===== config.mk =====
export PLATFORM = sky130hd
export DESIGN_NAME = seq_tx
export DESIGN_NICKNAME = d
export VERILOG_FILES = /design/src/rtl/seq_tx.sv
export SDC_FILE = /design/constraint.sdc
export NUM_CORES = 1
export LEC_CHECK = 0
export CAP_MARGIN = 20
export CORE_ASPECT_RATIO = 1.75
export CORE_MARGIN = 1.5
export CORE_UTILIZATION = 49
export CTS_CLUSTER_DIAMETER = 60
export DETAILED_ROUTE_END_ITERATION = 6
export HOLD_SLACK_MARGIN = 0.06
export PLACE_DENSITY_LB_ADDON = 0.05
export RECOVER_POWER = 50
export SYNTH_ARGS = -nofsm -noshare
export SYNTH_HDL_FRONTEND = slang
export SYNTH_SLANG_ARGS = --single-unit

===== constraint.sdc =====
create_clock -name clk -period 1.75 [get_ports clk]
set_input_delay 0.2625 -clock clk [delete_from_list [all_inputs] [get_ports clk]]
set_output_delay 0.2625 -clock clk [all_outputs]
set_load 0.01 [all_outputs]

===== src/rtl/seq_tx.sv =====
// seq_tx: serial pattern transmitter.
// Sends PATTERN MSB-first on a one-bit line, repeats it a programmed number of
// frames (or continuously until stop), and puts GAP idle cycles between frames.
// Every output is a register fed from the next-state decode, so outputs move
// only on clock edges; reset clears them at once.
module seq_tx #(
    parameter int                PAT_W   = 7,
    parameter logic [PAT_W-1:0]  PATTERN = 7'b1010101,
    parameter int                GAP     = 2,
    parameter int                CNT_W   = 8
) (
    input  logic             clk,
    input  logic             rst,
    input  logic             start,
    input  logic [CNT_W-1:0] count,
    input  logic             stop,
    output logic             out,
    output logic             out_valid,
    output logic             frame_start,
    output logic             busy,
    output logic             done
);

    localparam int IDX_W  = (PAT_W > 1) ? $clog2(PAT_W) : 1;
    localparam int GCNT_W = (GAP > 1) ? $clog2(GAP) : 1;

    // idx counts down from the MSB position; gcnt counts down the idle gap
    localparam logic [IDX_W-1:0]  IDX_TOP  = IDX_W'(PAT_W - 1);
    localparam logic [GCNT_W-1:0] GAP_LOAD = GCNT_W'((GAP > 0) ? (GAP - 1) : 0);

    typedef enum logic [1:0] {
        S_IDLE = 2'd0,
        S_SEND = 2'd1,
        S_GAP  = 2'd2
    } state_t;

    state_t             state, state_n;
    logic [IDX_W-1:0]   idx, idx_n;
    logic [GCNT_W-1:0]  gcnt, gcnt_n;
    logic [CNT_W-1:0]   rep_left, rep_n;
    logic               cont, cont_n;
    logic               stop_pend, pend_n;
    logic               done_n;
    logic               out_n, vld_n, fs_n, busy_n;

    // State register and registered outputs, all cleared asynchronously
    always_ff @(posedge clk or negedge rst) begin
        if (!rst) begin
            state       <= S_IDLE;
            idx         <= '0;
            gcnt        <= '0;
            rep_left    <= '0;
            cont        <= 1'b0;
            stop_pend   <= 1'b0;
            out         <= 1'b0;
            out_valid   <= 1'b0;
            frame_start <= 1'b0;
            busy        <= 1'b0;
            done        <= 1'b0;
        end else begin
            state       <= state_n;
            idx         <= idx_n;
            gcnt        <= gcnt_n;
            rep_left    <= rep_n;
            cont        <= cont_n;
            stop_pend   <= pend_n;
            out         <= out_n;
            out_valid   <= vld_n;
            frame_start <= fs_n;
            busy        <= busy_n;
            done        <= done_n;
        end
    end

    // Next-state decode: frame sequencing, repetition count and stop handling
    always_comb begin
        state_n = state;
        idx_n   = idx;
        gcnt_n  = gcnt;
        rep_n   = rep_left;
        cont_n  = cont;
        pend_n  = stop_pend;
        done_n  = 1'b0;
        case (state)
            S_IDLE: begin
                // stop is meaningless here; start wins even if both are high
                if (start) begin
                    rep_n   = count;
                    cont_n  = (count == '0);
                    idx_n   = IDX_TOP;
                    pend_n  = 1'b0;
                    state_n = S_SEND;
                end
            end
            S_SEND: begin
                // a stop mid-frame is remembered; the frame always completes
                if (stop) pend_n = 1'b1;
                if (idx == '0) begin
                    if ((!cont && rep_left == CNT_W'(1)) || stop_pend || stop) begin
                        state_n = S_IDLE;
                        pend_n  = 1'b0;
                        done_n  = 1'b1;
                    end else begin
                        if (!cont) rep_n = rep_left - CNT_W'(1);
                        if (GAP > 0) begin
                            state_n = S_GAP;
                            gcnt_n  = GAP_LOAD;
                        end else begin
                            idx_n = IDX_TOP;
                        end
                    end
                end else begin
                    idx_n = idx - IDX_W'(1);
                end
            end
            S_GAP: begin
                // no frame is in flight, so a stop ends the run right away
                if (stop || stop_pend) begin
                    state_n = S_IDLE;
                    pend_n  = 1'b0;
                    done_n  = 1'b1;
                end else if (gcnt == '0) begin
                    state_n = S_SEND;
                    idx_n   = IDX_TOP;
                end else begin
                    gcnt_n = gcnt - GCNT_W'(1);
                end
            end
            default: begin
                state_n = S_IDLE;
            end
        endcase
    end

    // Output decode from the upcoming state so the outputs can be registered
    always_comb begin
        vld_n  = (state_n == S_SEND);
        out_n  = vld_n & PATTERN[idx_n];
        fs_n   = vld_n && (idx_n == IDX_TOP);
        busy_n = (state_n != S_IDLE);
    end

endmodule


==> flow_metrics.py <==
metrics = {
    "timing": {
        "finalCriticalPeriod_ps": 1780,
        "hold_violations": 0,
        "max-slew-margin-rel": 0.236,
        "grt_setup_unrepaired": "yes",
        "fin_crit_sh": 1.02,
        "finalMaxSlewViolations": 0,
        "finalClockSkew_ps": 10.9,
        "fmax_mhz": 562,
        "worst_pin_slew_ps": 1150,
        "setup_violations": 4,
        "setup_ws_ps": -30.8,
    },
    "synth": {
        "synth_cell_type_count": 45,
        "synth_nets": 161,
        "syn-instance-count": 141,
        "ys.flop_type": "dfrtp_1",
        "async_reset_ff_frac": 1.00,
        "synth.cell_area_um2": 1290,
        "yosys_warnings": 0,
        "seq_area_frac_synth": 0.408,
        "ys_ff_latch": 21,
        "synth_edf_count": 0,
        "synth_area_per_cell_um2": 9.13,
    },
    "die": {
        "fp.coreArea_um2": 2490,
        "die_h_um": 70.8,
        "initial_core_util": 0.517,
        "num_rows": 24,
        "die_area_um2": 2960,
        "die_w_um": 41.8,
        "num_io_pins": 17,
    },
    "setup_path": {
        "start_kind": "flip-flop",
        "cpPeakStageDelay_ps": 460,
        "rr_startpoint": "idx[0]",
        "path_class": "flip-flop to flip-flop",
        "crit_path_end_kind": "flip-flop",
        "r2r_slack_ps": -30,
        "cp_max_fo": 8,
        "reg2reg_to": "rep_left[7]",
        "cp.required_ps": 1920,
        "arrival_ps": 1950,
        "cp_slowest_cell": "or4b_4",
        "crit_chain": "inv_2, ha_4, or4b_4, a31oi_4, o21ai_4, o221a_2",
        "rr_worst_depth": 6,
    },
    "flow_run": {
        "cap_viol_max_count": 0,
    },
    "route": {
        "drt_first_pass_iters": 5,
        "wl_per_cell_um": 16.3,
        "drt_iter0_markers": 34,
        "wirelength_um": 3630,
        "routed_via_density": 6.00,
        "ant_nets": 0,
        "drc_errors": 0,
        "num_vias": 1331,
    },
    "pwr": {
        "irDropWorstVdd_v": 0.00113,
        "total_power_mw": 3.69,
        "p_per_area_nw_per_um2": 1870,
        "p_leak_nw": 0.851,
    },
    "clock_tree": {
        "cts_buffers": 3,
        "cts_tree": "yes",
        "clkLatencyLatePin_ps": 270,
        "h-tree-depth": 1,
        "clkTransAtPathRegs_ps": 80,
        "clkSinkCount": 21,
        "clockRootBuffer": "clkbuf_8",
        "clockBufferDepth": 2,
    },
    "final_layout": {
        "layout_commonest_cell": "buf_4",
        "drive_gt1_frac": 0.388,
        "layout.cells.non_filler": 222,
        "final_cell_mix": "buf_4 (37), dfrtp_1 (19), clkdlybuf4s50_1 (14)",
        "num-nets-final": 217,
        "fin_area_um2": 1970,
        "area_growth_pct": 53.3,
        "diodes": 0,
        "post-route-util": 0.792,
    },
    "min_path": {
        "hold_end": "gcnt",
        "whs_path_depth": 4,
        "min_path_type": "input port to flip-flop",
        "min_from": "stop",
    },
    "run_status": {
        "violations": "setup timing",
        "outcome": "finished, violations left",
    },
    "global_route": {
        "first_global_vias": 1351,
        "grt_overflow_total": 0,
        "track_usage": 0.257,
        "grt_pass1_wl_um": 5850,
        "antenna_found_initial": 0,
        "grt_start_max_net_pins": 22,
    },
    "placement": {
        "port_buffers": 16,
        "gp_congestion": 0.899,
        "dpl_cell_area_um2": 1700,
        "placedCellCount": 210,
        "dpl.hpwl_um": 2570,
    },
}
-- what timing repair did --
action / CTS / global route
cloned: 1 / 0
endpoints found under the hold margin: 0 / 0
buffers inserted: 2 / 5
hold buffers: 0 / 0
setup endpoints to repair: 12 / 13
gates resized for setup: 24 / 15
pin swaps: 12 / 14
-- critical path, delay by kind of cell, from the launching register on --
| kind | cells | cell delay (ps) |
|---|---|---|
| and+or+nand+nor | 1 | 460 |
| DFF | 1 | 390 |
| adders and majority gates | 1 | 130 |
| buffers and inverters | 1 | 80 |
| AOI/OAI and AO/OA | 3 | 620 |
-- power breakdown --
group          total [mW]  internal (mW)  switching (mW)
clock               0.329          0.159           0.170
combinational        2.46           1.25            1.21
sequential          0.902          0.699           0.203
-- stage by stage --
step	hold WS (ps)	setup slack (ps)	TNS, ps
final	505	-30.8	-86.9
after global routing	534	-103	-809
after CTS	339	-39.4	-146
after detailed placement	523	-349	-4130
after global placement	507	-302	-3730
after floorplan	-33.1	12.5	0
-- cell families (layout without fill, tap and decap cells) --
| group | Yosys count | count (layout) | share of synthesized area |
|---|---|---|---|
| buffers and inverters | 17 | 71 | 0.0564 |
| AOI/OAI and AO/OA | 47 | 48 | 0.249 |
| adders and majority gates | 8 | 8 | 0.0777 |
| and+or+nand+nor | 47 | 47 | 0.201 |
| muxes | 1 | 1 | 0.00777 |
| DFF | 21 | 21 | 0.408 |
-- per-layer routing --
metal | part of all wire | wire [um] | global-route usage
met5 | 0 | 0 | 0
met3 | 0.035 | 126 | 0.0255
met1 | 0.34 | 1230 | 0.249
met2 | 0.58 | 2110 | 0.500
met4 | 0.044 | 158 | 0.151
-- synthesized netlist by cell type, types with 4 or more instances --
cell,count,area share
dfrtp_1,21,0.41
nor2_1,13,0.038
o21ai_0,9,0.035
o21ai_1,5,0.019
nor2b_1,4,0.019
inv_1,13,0.038
ha_1,8,0.078
a31oi_1,4,0.019
nor3_1,4,0.016
a21oi_1,10,0.039
nand2_1,7,0.020
-- worst max path at each step --
stage	cells after the start	slack, ps	from	to
2_1_floorplan	7	10	idx[0]	rep_left[4]
3_3_place_gp	6	-300	stop	rep_left[6]
3_5_place_dp	6	-350	stop	rep_left[5]
4_1_cts	7	-40	idx[0]	rep_left[2]
5_1_grt	7	-100	idx[0]	rep_left[3]
6_report	6	-30	idx[0]	rep_left[7]
-- final cells by class --
class | count | area (um2)
Timing Repair Buffer | 54 | 440
Fill cell | 167 | 519
Clock buffer | 3 | 41.3
Tap cell | 26 | 32.5
Clock inverter | 1 | 5.00
Multi-Input combinational cell | 104 | 875
Inverter | 13 | 51.3
Sequential cell | 21 | 528
-- state kept, by name, indices dropped and copies added, names as in the netlist --
signal / cells
frame_start: 1
out_valid: 1
idx: 3
rep_left: 8
done: 1
gcnt: 1
out: 1
state: 2
cont: 1
stop_pend: 1
busy: 1
Note: power is estimated with default switching activity, not from simulation.
